**config.mk**
```make
export PLATFORM = sky130hd
export DESIGN_NAME = eth_tx_framer
export DESIGN_NICKNAME = d
export VERILOG_FILES = /design/src/rtl/eth_pkg.sv /design/src/rtl/eth_crc32.sv /design/src/rtl/eth_tx_framer.sv
export SDC_FILE = /design/constraint.sdc
export NUM_CORES = 1
export LEC_CHECK = 0
export BUFFER_PORTS_ARGS = -buffer_cell sky130_fd_sc_hd__buf_2
export CAP_MARGIN = 10
export CORE_ASPECT_RATIO = 0.5
export CORE_MARGIN = 2
export CORE_UTILIZATION = 50
export CTS_BUF_LIST = sky130_fd_sc_hd__clkbuf_8 sky130_fd_sc_hd__clkbuf_16
export DETAILED_ROUTE_END_ITERATION = 8
export PLACE_DENSITY = 0.71
export SYNTH_ARGS = -nofsm -noshare
export SYNTH_HDL_FRONTEND = slang
export SYNTH_SLANG_ARGS = --single-unit
```
**constraint.sdc**
```tcl
create_clock -name clk -period 5.51 [get_ports clk]
set_clock_uncertainty 0.1 [all_clocks]
set_input_delay 0.8265 -clock clk [delete_from_list [all_inputs] [get_ports clk]]
set_output_delay 0.8265 -clock clk [all_outputs]
set_load 0.005 [all_outputs]
```
**src/rtl/eth_pkg.sv**
```systemverilog
// rtl/eth_pkg.sv - shared Ethernet framing constants and transmit state encoding
package eth_pkg;

    localparam logic [7:0]  ETH_PREAMBLE    = 8'h55;
    localparam logic [7:0]  ETH_SFD         = 8'hD5;
    localparam logic [31:0] ETH_CRC_POLY    = 32'hEDB88320;
    localparam logic [31:0] ETH_CRC_INIT    = 32'hFFFFFFFF;
    localparam logic [31:0] ETH_CRC_RESIDUE = 32'hDEBB20E3;

    typedef enum logic [2:0] {
        IDLE,
        PREAMBLE,
        SFD,
        PAYLOAD,
        PAD,
        FCS,
        IFG
    } tx_state_t;

endpackage

```
**src/rtl/eth_crc32.sv**
```systemverilog
// rtl/eth_crc32.sv - combinational byte-wise reflected CRC-32 update, shared by tx and rx paths
module eth_crc32
    import eth_pkg::*;
(
    input  logic [31:0] crc_in,
    input  logic [7:0]  data_in,
    output logic [31:0] crc_out
);

    logic [31:0] c;

    always_comb begin
        c = crc_in ^ {24'h000000, data_in};
        for (int i = 0; i < 8; i++) begin
            c = c[0] ? ((c >> 1) ^ ETH_CRC_POLY) : (c >> 1);
        end
        crc_out = c;
    end

endmodule

```
**src/rtl/eth_tx_framer.sv**
```systemverilog
// rtl/eth_tx_framer.sv - Ethernet transmit framer: preamble, SFD, payload, pad, FCS, IFG
// Optional FCS generation is built in when ETH_TX_FCS_EN is defined.
module eth_tx_framer
    import eth_pkg::*;
#(
    parameter int PREAMBLE_BYTES = 7,
    parameter int MIN_PAYLOAD    = 46,
    parameter int MAX_PAYLOAD    = 1500,
    parameter int IFG_BYTES      = 12
) (
    input  logic       clk,
    input  logic       rst,
    input  logic       start,
    input  logic [7:0] in_data,
    input  logic       in_vld,
    input  logic       in_last,
    output logic       in_ready,
    output logic [7:0] tx_data,
    output logic       tx_en,
    output logic       busy,
    output logic       err
);

`ifdef ETH_TX_FCS_EN
    localparam tx_state_t POST_DATA = FCS;
`else
    localparam tx_state_t POST_DATA = IFG;
`endif

    tx_state_t   state_q, state_d;
    logic [7:0]  tx_data_q, tx_data_d;
    logic        tx_en_q, tx_en_d;
    logic        in_ready_q, in_ready_d;
    logic        busy_q, busy_d;
    logic        err_q, err_d;
    logic [10:0] pay_cnt_q, pay_cnt_d;
    logic [7:0]  cnt_q, cnt_d;
    logic [10:0] pay_cnt_inc;

    assign pay_cnt_inc = pay_cnt_q + 11'd1;

`ifdef ETH_TX_FCS_EN
    logic [31:0] crc_q, crc_d, crc_next, fcs_word;
    logic [7:0]  crc_byte;

    assign crc_byte = (state_q == PAD) ? 8'h00 : in_data;
    assign fcs_word = ~crc_q;

    eth_crc32 u_crc (
        .crc_in  (crc_q),
        .data_in (crc_byte),
        .crc_out (crc_next)
    );
`endif

    always_comb begin
        state_d   = state_q;
        tx_data_d = tx_data_q;
        tx_en_d   = tx_en_q;
        err_d     = 1'b0;
        pay_cnt_d = pay_cnt_q;
        cnt_d     = cnt_q;
`ifdef ETH_TX_FCS_EN
        crc_d     = crc_q;
`endif
        case (state_q)
            IDLE: begin
                tx_en_d   = 1'b0;
                tx_data_d = 8'h00;
                if (start) begin
                    state_d   = PREAMBLE;
                    tx_en_d   = 1'b1;
                    tx_data_d = ETH_PREAMBLE;
                    cnt_d     = 8'd1;
                    pay_cnt_d = 11'd0;
`ifdef ETH_TX_FCS_EN
                    crc_d     = ETH_CRC_INIT;
`endif
                end
            end
            PREAMBLE: begin
                if (cnt_q == 8'(PREAMBLE_BYTES)) begin
                    state_d   = SFD;
                    tx_data_d = ETH_SFD;
                end else begin
                    tx_data_d = ETH_PREAMBLE;
                    cnt_d     = cnt_q + 8'd1;
                end
            end
            SFD, PAYLOAD: begin
                if (!in_vld) begin
                    // The abort cycle already counts as the first idle byte on the wire.
                    state_d   = IFG;
                    tx_en_d   = 1'b0;
                    tx_data_d = 8'h00;
                    err_d     = 1'b1;
                    cnt_d     = 8'd1;
                end else begin
                    tx_data_d = in_data;
                    pay_cnt_d = pay_cnt_inc;
`ifdef ETH_TX_FCS_EN
                    crc_d     = crc_next;
`endif
                    if (in_last || pay_cnt_q == 11'(MAX_PAYLOAD - 1)) begin
                        err_d   = !in_last;
                        state_d = (pay_cnt_inc < 11'(MIN_PAYLOAD)) ? PAD : POST_DATA;
                        cnt_d   = 8'd0;
                    end else begin
                        state_d = PAYLOAD;
                    end
                end
            end
            PAD: begin
                tx_data_d = 8'h00;
                pay_cnt_d = pay_cnt_inc;
`ifdef ETH_TX_FCS_EN
                crc_d     = crc_next;
`endif
                if (pay_cnt_inc == 11'(MIN_PAYLOAD)) begin
                    state_d = POST_DATA;
                    cnt_d   = 8'd0;
                end
            end
`ifdef ETH_TX_FCS_EN
            FCS: begin
                case (cnt_q[1:0])
                    2'd0:    tx_data_d = fcs_word[7:0];
                    2'd1:    tx_data_d = fcs_word[15:8];
                    2'd2:    tx_data_d = fcs_word[23:16];
                    default: tx_data_d = fcs_word[31:24];
                endcase
                cnt_d = cnt_q + 8'd1;
                if (cnt_q == 8'd3) begin
                    state_d = IFG;
                    cnt_d   = 8'd0;
                end
            end
`endif
            IFG: begin
                tx_en_d   = 1'b0;
                tx_data_d = 8'h00;
                if (cnt_q == 8'(IFG_BYTES - 1)) begin
                    state_d = IDLE;
                    cnt_d   = 8'd0;
                end else begin
                    cnt_d = cnt_q + 8'd1;
                end
            end
            default: begin
                state_d   = IDLE;
                tx_en_d   = 1'b0;
                tx_data_d = 8'h00;
                cnt_d     = 8'd0;
            end
        endcase
        in_ready_d = (state_d == SFD) || (state_d == PAYLOAD);
        busy_d     = (state_d != IDLE);
    end

    always_ff @(posedge clk) begin
        if (rst) begin
            state_q    <= IDLE;
            tx_data_q  <= 8'h00;
            tx_en_q    <= 1'b0;
            in_ready_q <= 1'b0;
            busy_q     <= 1'b0;
            err_q      <= 1'b0;
            pay_cnt_q  <= 11'd0;
            cnt_q      <= 8'd0;
`ifdef ETH_TX_FCS_EN
            crc_q      <= ETH_CRC_INIT;
`endif
        end else begin
            state_q    <= state_d;
            tx_data_q  <= tx_data_d;
            tx_en_q    <= tx_en_d;
            in_ready_q <= in_ready_d;
            busy_q     <= busy_d;
            err_q      <= err_d;
            pay_cnt_q  <= pay_cnt_d;
            cnt_q      <= cnt_d;
`ifdef ETH_TX_FCS_EN
            crc_q      <= crc_d;
`endif
        end
    end

    assign tx_data  = tx_data_q;
    assign tx_en    = tx_en_q;
    assign in_ready = in_ready_q;
    assign busy     = busy_q;
    assign err      = err_q;

endmodule

```
# After elaboration in Yosys (flattened, before gate mapping)

Cells that the tools add are included.

$add $sub $neg: 2
Magnitude comparators: 1
Eq/ne operators: 17
Multiplexer cells: 27
Bitwise operators: 2
Reductions and logical operators: 12

Operators with widths:

| kind                                                 | count |
|---|---|
| 2-to-1 mux 8 bit                                     | 8 |
| case mux 8 bit (5 select lines)                      | 1 |
| case mux 11 bit (3 select lines)                     | 1 |
| case mux 8 bit (3 select lines)                      | 1 |
| 2-to-1 mux 11 bit                                    | 2 |
| 2-to-1 mux 3 bit                                     | 6 |
| case mux 3 bit (5 select lines)                      | 1 |
| == test 3 x 2 -> 1 bit (second input constant)       | 4 |
| adder 11 x 1 -> 11 bit (second input constant)       | 1 |
| == test 11 bit (second input constant)               | 1 |
| == test 11 x 6 -> 1 bit (second input constant)      | 1 |
| < comparator 11 x 6 -> 1 bit (second input constant) | 1 |
| != test 2 bit (second input constant)                | 5 |
| adder 8 x 1 -> 8 bit (second input constant)         | 1 |
| == test 8 x 3 -> 1 bit (second input constant)       | 1 |
| == test 8 x 4 -> 1 bit (second input constant)       | 1 |
| 2-to-1 mux 7 bit                                     | 1 |
| == test 3 bit (second input constant)                | 2 |
| nonzero test 3 bit                                   | 2 |
| OR reduction 2 bit                                   | 3 |
| 2-to-1 mux 1 bit                                     | 4 |
| AND reduction 4 bit                                  | 1 |
| == test 3 x 1 -> 1 bit (second input constant)       | 1 |
| zero test 3 bit                                      | 1 |
| 8 further kinds                                      | 10 |

Register bits: 34
Input port bits: 13
Output and inout bits: 12
Logic and storage cells: 69

# Logic depth before layout (Yosys ltp)

Gate-level depths: netlist of the first run.

Depth after elaboration: 8
Depth in mapped cells: 8
Depth with buffers taken out: 8

# Least setup slack after synthesis of the first run

OpenSTA, ideal clock, no wires.

Path type: reg2reg
From: register pay_cnt_q[0]
To: register cnt_q[3]
Setup time: 0.074 ns
Data arrival time: 2.205 ns
Required time: 5.336 ns
Slack: 3.131 ns
Stages on the path, launching flop included: 8
Path buffers: 1
Period minus slack after synthesis: 2.379 ns
Cells stage by stage: dfxtp_1 ha_1 clkbuf_1 nand3b_1 nor3_1 o31ai_1 or4b_2 a31oi_1

Cells in the longest elaborated chain, start to end: 4
Elaborated cells between the ends (all ways): 7
Those cells by class: 1 x add/sub; 4 x eq/ne; 2 x reduce/logical

RTL lines:

| what                                                                   | line                                       | source |
|---|---|---|
| start: declaration                                                     | eth_tx_framer.sv:36                        | `logic [10:0] pay_cnt_q, pay_cnt_d;` |
| start signal: assignment                                               | eth_tx_framer.sv:180                       | `pay_cnt_q <= pay_cnt_d;` |
| adder 11 x 1 -> 11 bit / == test 11 bit (equally long branches)        | eth_tx_framer.sv:40, eth_tx_framer.sv:104  |  |
| == test 11 x 6 -> 1 bit / logical OR 1 bit (equally long branches)     | eth_tx_framer.sv:119, eth_tx_framer.sv:104 |  |
| != test 2 bit (no source line) / != test 3 bit (equally long branches) | --                                         |  |
| AND reduction 4 bit (no source line) *                                 | --                                         |  |
| end signal: assignment                                                 | eth_tx_framer.sv:181                       | `cnt_q <= cnt_d;` |
| end: declaration                                                       | eth_tx_framer.sv:37                        | `logic [7:0] cnt_q, cnt_d;` |

Mark *: on every way between the ends. The rest lies on a longest branch, timed or not.
A chain may end at the register's enable or synchronous reset.

# Final worst setup path of the first run

From: register pay_cnt_q[0]
To: register cnt_q[6]

Same word-level chain as after synthesis.

==> impl_metrics.env, run 1 <==
export IMPL_cpPeakStageDelay_ns=0.64
export IMPL_grt_overflow_total=0
export IMPL_synthCells=248
export IMPL_synth_xor_area_share=0.00461
export IMPL_crit_required_ns=5.55
export IMPL_portBuffers=24
export IMPL_crit_chain="ha_1 > nand3b_1 > a2111oi_0 > a31oi_1 > nor2_1 > a311oi_1"
export IMPL_postCtsHoldBufs=0
export IMPL_switchingPower_mw=0.110
export IMPL_yosys_warnings=0
export IMPL_finalSetupViolations=0
export IMPL_synth_compound_area_frac=0.258
export IMPL_clockBufferDepth=2
export IMPL_postCtsSetupBuffers=0
export IMPL_final_cell_area_mm2=0.00211
export IMPL_boundaryPins=25
export IMPL_synth_net_count=264
export IMPL_grt_util_all_layers=0.212
export IMPL_synth_avg_cell_area_um2=7.66
export IMPL_layout_common_cells="dfxtp_1 (34), nor2_1 (32), buf_2 (24)"
export IMPL_grt_pass1_wl_um=7150
export IMPL_layout_drive_gt1_share=0.140
export IMPL_yosysSeqAreaShare=0.358
export IMPL_finalCritPeriodShare=0.503
export IMPL_final_core_util=0.599
export IMPL_drt_iter0_markers=79
export IMPL_worst_pin_slew_ns=1.06
export IMPL_clk_pin_slew_ns=0.06
export IMPL_critPathCaptureType="register"
export IMPL_crit_slowest_cell="a2111oi_0"
export IMPL_max_freq_mhz=361
export IMPL_die_w_um=91.2
export IMPL_swShare=0.233
export IMPL_rsz0062_at_grt="no"
export IMPL_synthArstFlopShare=0
export IMPL_slew_violations=0
export IMPL_via_per_inst=5.93
export IMPL_clk_latency_ns=0.28
export IMPL_dieArea_mm2=0.00434
export IMPL_synthesis_area_mm2=0.00190
export IMPL_grt_start_max_net_pins=21
export IMPL_antenna_found_initial=0
export IMPL_cts_root_buf="clkbuf_8"
export IMPL_r2r_start="pay_cnt_q[0]"
export IMPL_arrival_ns=2.81
export IMPL_startpoint="pay_cnt_q[0]"
export IMPL_layout_commonest_cell="dfxtp_1"
export IMPL_path_class="reg -> reg"
export IMPL_design_core_area_mm2=0.00353
export IMPL_finalNetCount=279
export IMPL_synth_simple_area_share=0.300
export IMPL_start_kind="register"
export IMPL_p_per_area_mw_per_mm2=224
export IMPL_power_frac_clock=0.393
export IMPL_place_congestion=0.864
export IMPL_synth_edf_count=0
export IMPL_dpl_hpwl_um=3090
export IMPL_leakage_nw=0.787
export IMPL_num_rows=15
export IMPL_maxCapViolCount=0
export IMPL_holdWs_ns=0.385
export IMPL_synth_fa_ha_area_frac=0.0198
export IMPL_cts_tree="built"
export IMPL_muxShareOfSynthArea=0.0105
export IMPL_outcome="completed"
export IMPL_wl_per_cell_um=13.8
export IMPL_ir_drop_uv=93.8
export IMPL_crit_fanout=11
export IMPL_initial_core_util=0.538
export IMPL_cts_max_level=2
export IMPL_r2r_slack_ns=2.74
export IMPL_final_hold_viol_count=0
export IMPL_share_comb_of_total_power=0.071
export IMPL_slew_headroom=0.296
export IMPL_cts_buffers=5
export IMPL_synth_seq_cells=34
export IMPL_internal_power_mw=0.363
export IMPL_drt_wl_total_um=4350
export IMPL_post_route_min_period_ns=2.77
export IMPL_p_seq_frac=0.536
export IMPL_drc=0
export IMPL_setup_tns_ns=0
export IMPL_area_growth_pct=11.3
export IMPL_cts_resized=0
export IMPL_synth_top_family_by_area="simple AND/OR/NAND/NOR gates"
export IMPL_first_pass_iters=4
export IMPL_synth_main_ff_cell="dfxtp_1"
export IMPL_hold_class="reg -> reg"
export IMPL_num_antenna_cells=0
export IMPL_die_h_um=47.6
export IMPL_synthDistinctLibCells=49
export IMPL_grt_pass1_vias=1576
export IMPL_antenna_left=0
export IMPL_min_from="cnt_q[1]"
export IMPL_dpl_cell_area_mm2=0.00202
export IMPL_vias=1868
export IMPL_cts_sinks=34
-- per-stage QoR --
step	std cells	setup WS, ns	power [mW]
final	315	2.74	0.473
after global routing	315	2.38	0.493
after CTS	315	2.74	0.478
after detailed placement	307	2.73	0.293
after global placement	307	2.77	0.292
after floorplan	248	3.13	0.279
-- kinds of logic (layout without fill, tap and decap cells) --
family / Yosys count / in the layout
xor+xnor: 1 / 1
fa+ha+maj: 3 / 3
flops: 34 / 34
simple gates: 110 / 110
compound gates: 74 / 74
buf+inv: 24 / 40
mux: 2 / 2
-- state kept, by name, summed over array words and instances (netlist names) --
register,count
err,1
state_q,3
pay_cnt_q,11
in_ready,1
busy,1
tx_en,1
cnt_q,8
tx_data,8
-- critical path: cells and delay by family, from the launching register on --
kind	cells	cell delay (ns)
flip-flops	1	0.49
AND/OR/NAND/NOR	2	0.58
AO/OA/AOI/OAI	3	1.06
adder cells (fa/ha/maj)	1	0.40
-- synth_stat cells (2+ instances only) --
cell type,count,area [µm²]
a211o_1,2,17.5
a211oi_1,2,15.0
a21boi_0,2,15.0
a21oi_1,22,110
a22o_1,2,17.5
a22oi_1,2,15.0
a311oi_1,6,52.6
a31oi_1,3,18.8
a41oi_1,2,17.5
and2_1,2,12.5
and3_1,7,43.8
and4_1,2,17.5
buf_2,3,15.0
clkbuf_1,14,52.6
dfxtp_1,34,681
ha_1,3,37.5
inv_1,7,26.3
mux2i_1,2,20.0
nand2_1,21,78.8
nand2b_1,5,31.3
nand3_1,12,60.1
nand4_1,3,18.8
nand4b_1,2,17.5
nor2_1,32,120
nor2b_1,5,31.3
nor3_1,5,25.0
nor3b_1,2,15.0
nor4_1,5,31.3
o21ai_0,17,85.1
o22a_1,2,17.5
o31ai_1,2,15.0
-- worst paths after layout --
path / cells after the start / to
setup / recovery: 6 / cnt_q[6]
hold / removal: 2 / cnt_q[1]
setup reg to reg: 6 / cnt_q[6]
hold reg to reg: 2 / cnt_q[1]
-- cell type report --
class | instances | area (µm²)
clock buffer | 6 | 82.6
clock inverter | 2 | 8.76
fill | 336 | 1410
inverter | 7 | 26.3
multi-input combinational | 190 | 1120
sequential | 34 | 681
tap | 51 | 63.8
timing repair buffer | 25 | 128
-- power groups by stage --
stage                     logic (mW)  clock network (mW)  registers (mW)
after floorplan               0.0208                   0           0.258
after global placement        0.0329                   0           0.259
after detailed placement      0.0336                   0           0.259
after CTS                     0.0337               0.191           0.253
after global routing          0.0376               0.201           0.254
final                         0.0337               0.186           0.254
-- routing by layer --
metal,routed length (µm),GRT usage,part of all wire
met5,0,0,0
met4,34,0.0576,0.0078
met3,290,0.0614,0.067
met2,1950,0.388,0.45
met1,2070,0.257,0.48
Note: power is estimated with default switching activity, not from simulation.
==> run 2: changes to the inputs <==
--- a/config.mk
+++ b/config.mk
@@ -12,7 +12,7 @@
 export CORE_UTILIZATION = 50
 export CTS_BUF_LIST = sky130_fd_sc_hd__clkbuf_8 sky130_fd_sc_hd__clkbuf_16
 export DETAILED_ROUTE_END_ITERATION = 8
-export PLACE_DENSITY = 0.71
+export PLACE_DENSITY = 0.73
 export SYNTH_ARGS = -nofsm -noshare
 export SYNTH_HDL_FRONTEND = slang
 export SYNTH_SLANG_ARGS = --single-unit
==> constraint.sdc (replaced) <==
create_clock -name clk -period 2.4 [get_ports clk]
set_clock_uncertainty 0.1 [all_clocks]
set_input_delay 0.36 -clock clk [delete_from_list [all_inputs] [get_ports clk]]
set_output_delay 0.36 -clock clk [all_outputs]
set_load 0.005 [all_outputs]
==> run 2 against run 1 <==
Total power rose to 2.8 times the previous value. Flip-flop and latch count unchanged. Critical path depth did not move. Global-route usage grew 1.6 points. Worst hold slack got worse by 0.18 ns. Final area increased by 9.8%. Maximum frequency is 20% higher. Critical endpoint is now in_ready. Largest cell class unchanged. Highest routed layer unchanged.
==> impl_metrics.env, run 2 (synthesis results as in run 1) <==
export IMPL_outcome="completed"
export IMPL_drt_wl_total_um=4650
export IMPL_crit_fanout=5
export IMPL_layout_drive_gt1_share=0.212
export IMPL_first_pass_iters=4
export IMPL_arrival_ns=2.40
export IMPL_finalNetCount=298
export IMPL_crit_slowest_cell="or4_4"
export IMPL_postCtsSetupBuffers=0
export IMPL_grt_pass1_wl_um=7580
export IMPL_p_per_area_mw_per_mm2=569
export IMPL_grt_util_all_layers=0.228
export IMPL_leakage_nw=0.903
export IMPL_drt_iter0_markers=102
export IMPL_setup_tns_ns=0
export IMPL_cpPeakStageDelay_ns=0.50
export IMPL_largest_reg_flops=11
export IMPL_max_freq_mhz=432
export IMPL_nFillCells=307
export IMPL_drc=0
export IMPL_num_rows=15
export IMPL_start_kind="register"
export IMPL_cts_tree="built"
export IMPL_antenna_left=0
export IMPL_postCtsHoldBufs=0
export IMPL_boundaryPins=25
export IMPL_layout_commonest_cell="dfxtp_1"
export IMPL_grt_overflow_total=0
export IMPL_crit_required_ns=2.48
export IMPL_num_antenna_cells=0
export IMPL_worst_pin_slew_ns=0.708
export IMPL_cts_sinks=34
export IMPL_largest_register="pay_cnt_q"
export IMPL_maxCapViolCount=0
export IMPL_crit_buf_inv=0
export IMPL_critPathCaptureType="register"
export IMPL_area_growth_pct=22.3
export IMPL_ir_drop_uv=255
export IMPL_portBuffers=24
export IMPL_place_congestion=0.900
export IMPL_multi_input_area_mm2=0.00114
export IMPL_antenna_found_initial=0
export IMPL_die_w_um=91.2
export IMPL_initial_core_util=0.538
export IMPL_finalSetupViolations=0
export IMPL_finalPower_mw=1.32
export IMPL_grt_start_max_net_pins=20
export IMPL_finalCritPeriodShare=0.965
export IMPL_via_per_inst=5.90
export IMPL_cts_root_buf="clkbuf_8"
export IMPL_slew_violations=0
export IMPL_layout_common_cells="dfxtp_1 (34), nor2_1 (32), buf_2 (24)"
export IMPL_clk_pin_slew_ns=0.07
export IMPL_crit_chain="or4_4 > or3_4 > a32oi_2 > o32ai_1 > a211o_1 > and2_1"
export IMPL_design_core_area_mm2=0.00353
export IMPL_path_class="reg -> reg"
export IMPL_dpl_hpwl_um=3260
export IMPL_die_h_um=47.6
export IMPL_cts_max_level=2
export IMPL_clockBufferDepth=2
export IMPL_grt_pass1_vias=1717
export IMPL_cts_buffers=5
export IMPL_vias=1971
export IMPL_clk_latency_ns=0.28
export IMPL_slew_headroom=0.528
export IMPL_r2r_slack_ns=0.08
export IMPL_final_hold_viol_count=0
export IMPL_critPathTopFamily="simple AND/OR/NAND/NOR gates"
export IMPL_dieArea_mm2=0.00434
export IMPL_hold_class="in -> reg"
export IMPL_post_route_min_period_ns=2.32
export IMPL_wl_per_cell_um=13.9
export IMPL_register_area_um2=681
export IMPL_rsz0062_at_grt="no"
[run 2: final timing paths]
check,from,endpoint,cells past startpoint
setup reg to reg,cnt_q[6],in_ready,6
hold / removal,in_data[5],tx_data[5],2
setup / recovery,cnt_q[6],in_ready,6
hold reg to reg,cnt_q[1],cnt_q[1],2
[run 2: stage by stage]
step           utilization  setup slack [ns]  hold WS (ns)  cells  cell area [µm²]
4_1_cts              0.654            0.0470         0.200    334             2310
6_report             0.658            0.0831         0.204    334             2320
2_1_floorplan            -            0.0209         0.349    248             1900
3_5_place_dp         0.614             0.103         0.382    326             2170
3_3_place_gp         0.614             0.158         0.364    326             2170
5_1_grt              0.658          0.000708         0.194    334             2320
[run 2: final cells by class]
cell class	count	area share
Clock buffer	6	0.0356
Sequential cell	34	0.293
Multi-Input combinational cell	190	0.490
Timing Repair Buffer	44	0.116
Clock inverter	2	0.0259
Tap cell	51	0.0275
Inverter	7	0.0113
[run 2: repair_timing]
item / in CTS / in global routing
endpoints found under the setup margin: 0 / 9
endpoints found under the hold margin: 0 / 0
resized for setup: 0 / 3
[run 2: layer usage]
layer	GRT usage	up-vias	part of all wire
met5	0	-	0
met3	0.0598	9	0.065
met2	0.410	66	0.46
li1	-	987	-
met1	0.271	909	0.46
met4	0.106	0	0.014
[run 2: where the power goes]
group	switching, mW	internal (mW)
clock network	0.210	0.443
registers	0.00475	0.575
logic	0.0502	0.0389
==> run 3: changes to the inputs <==
--- a/config.mk
+++ b/config.mk
@@ -5,6 +5,7 @@
 export SDC_FILE = /design/constraint.sdc
 export NUM_CORES = 1
 export LEC_CHECK = 0
+export ABC_AREA = 1
 export BUFFER_PORTS_ARGS = -buffer_cell sky130_fd_sc_hd__buf_2
 export CAP_MARGIN = 10
 export CORE_ASPECT_RATIO = 0.5
==> run 3 against run 2 <==
Flip-flop and latch count stayed put. Largest cell class unchanged. Core utilization decreased by 5.8 points. Final area decreased by 9.3%. Critical endpoint is now cnt_q[0]. Worst hold slack worse by 0.016 ns. Critical path depth is 7 higher. Via count fell by 6.5%.
==> impl_metrics.env, run 3 <==
export IMPL_grt_util_all_layers=0.212
export IMPL_internal_power_mw=0.803
export IMPL_swShare=0.248
export IMPL_rsz0062_at_grt="no"
export IMPL_synthMostInstantiatedCell="nand2_1"
export IMPL_grt_pass1_vias=1654
export IMPL_synth_avg_cell_area_um2=6.45
export IMPL_num_rows=15
export IMPL_yosys_warnings=0
export IMPL_ir_drop_uv=225
export IMPL_leakage_nw=0.901
export IMPL_dieArea_mm2=0.00428
export IMPL_clk_pin_slew_ns=0.07
export IMPL_slew_headroom=0.670
export IMPL_switchingPower_mw=0.265
export IMPL_yosysSeqAreaShare=0.364
export IMPL_hold_class="in -> reg"
export IMPL_power_frac_clock=0.373
export IMPL_finalCritPeriodShare=0.867
export IMPL_largest_register="pay_cnt_q"
export IMPL_die_w_um=90.5
export IMPL_synthDistinctLibCells=29
export IMPL_cts_resized=0
export IMPL_drc=0
export IMPL_final_cells=366
export IMPL_crit_required_ns=2.52
export IMPL_path_class="reg -> reg"
export IMPL_layout_drive_gt1_share=0.162
export IMPL_cts_root_buf="clkbuf_8"
export IMPL_slew_violations=0
export IMPL_post_route_min_period_ns=2.08
export IMPL_dpl_cell_area_mm2=0.00203
export IMPL_postCtsHoldBufs=0
export IMPL_outcome="completed"
export IMPL_place_congestion=0.869
export IMPL_synth_edf_count=0
export IMPL_place_inst=359
export IMPL_crit_fanout=9
export IMPL_portBuffers=24
export IMPL_synth_top_cell_area_share=0.364
export IMPL_cts_buffers=5
export IMPL_worst_pin_slew_ns=0.496
export IMPL_synthCells=290
export IMPL_largest_reg_flops=11
export IMPL_area_growth_pct=12.6
export IMPL_drt_wl_total_um=4160
export IMPL_grt_overflow_total=0
export IMPL_ys_top_cells_by_area="dfxtp_1 (36%), nand2_1 (16%), inv_1 (8.0%)"
export IMPL_synth_common_cells="nand2_1 (81), inv_1 (40), dfxtp_1 (34)"
export IMPL_synthArstFlopShare=0
export IMPL_arrival_ns=2.20
export IMPL_holdWs_ns=0.189
export IMPL_layout_common_cells="nand2_1 (81), inv_1 (40), dfxtp_1 (34)"
export IMPL_clk_latency_ns=0.29
export IMPL_synth_net_count=306
export IMPL_synth_area_leader_cell="dfxtp_1"
export IMPL_cts_sinks=34
export IMPL_boundaryPins=25
export IMPL_setup_tns_ns=0
export IMPL_finalPower_mw=1.07
export IMPL_synthesis_area_mm2=0.00187
export IMPL_layout_commonest_cell="nand2_1"
export IMPL_drt_iter0_markers=75
export IMPL_finalNetCount=331
export IMPL_first_pass_iters=4
export IMPL_synth_main_ff_cell="dfxtp_1"
export IMPL_critPathCaptureType="register"
export IMPL_fin_ws_ns=0.319
export IMPL_synth_seq_cells=34
export IMPL_cts_tree="built"
export IMPL_cts_max_level=2
export IMPL_final_cell_area_mm2=0.00211
export IMPL_postCtsSetupBuffers=0
export IMPL_via_per_inst=5.03
export IMPL_dpl_hpwl_um=3140
export IMPL_num_antenna_cells=0
export IMPL_grt_start_max_net_pins=16
export IMPL_dp_slack_ns=0.354
export IMPL_design_core_area_mm2=0.00351
export IMPL_final_core_util=0.600
export IMPL_clockBufferDepth=2
export IMPL_start_kind="register"
export IMPL_finalSetupViolations=0
export IMPL_die_h_um=47.3
export IMPL_max_freq_mhz=481
export IMPL_grt_pass1_wl_um=7070
export IMPL_wl_per_cell_um=11.4
export IMPL_vias=1842
export IMPL_maxCapViolCount=0
export IMPL_p_per_area_mw_per_mm2=507
export IMPL_antenna_left=0
export IMPL_initial_core_util=0.533
export IMPL_antenna_found_initial=0
export IMPL_final_hold_viol_count=0
export IMPL_p_seq_frac=0.544
export IMPL_share_comb_of_total_power=0.083
## run 3: final timing paths
check,endpoint,cells past startpoint,slack [ns],from
worst max register to register,cnt_q[0],13,0.32,pay_cnt_q[0]
worst min-delay path,tx_data[3],3,0.19,in_data[3]
worst max-delay path,cnt_q[0],13,0.32,pay_cnt_q[0]
worst min register to register,cnt_q[7],2,0.38,cnt_q[7]
## run 3: worst max-delay path: stages (launching register included)
cell and delay (ns):
dfxtp_1 0.46, ha_1 0.30, nand2_2 0.13, nor2_4 0.16, nand2_1 0.08, nand2_1 0.12
nand2_1 0.07, nor2_2 0.14, nand2_2 0.09, nand2_4 0.08, nand2_4 0.08, nand2_1 0.06
nand2_1 0.04, nor2_1 0.10
## run 3: kinds of logic (layout without fill, tap and decap cells)
logic type,Yosys count,in the layout,synth area share
xor+xnor,1,1,0.00468
compound gates,39,39,0.116
buf+inv,50,75,0.105
flops,34,34,0.364
fa+ha+maj,3,3,0.0201
simple gates,163,163,0.391
## run 3: area by class of cell
class	count	area, µm²
multi-input cells	206	993
clock inverters	2	10.0
clock buffers	5	68.8
flip-flops and latches	34	681
inverters	43	161
well taps	51	63.8
fillers	357	1400
repair buffers	25	128
## run 3: power groups by stage
stage                     clock, mW  sequential, mW  combinational [mW]
after global routing          0.442           0.582               0.101
after global placement            0           0.593              0.0879
final                         0.399           0.581              0.0888
after floorplan                   0           0.595              0.0541
after detailed placement          0           0.593              0.0896
after CTS                     0.411           0.581              0.0898
## run 3: metal layers
metal / global-route usage / routed length, µm / up-vias
li1: - / - / 970
met1: 0.256 / 2050 / 836
met2: 0.387 / 1920 / 29
met3: 0.0449 / 129 / 7
met4: 0.0954 / 63 / 0
met5: 0 / 0 / -
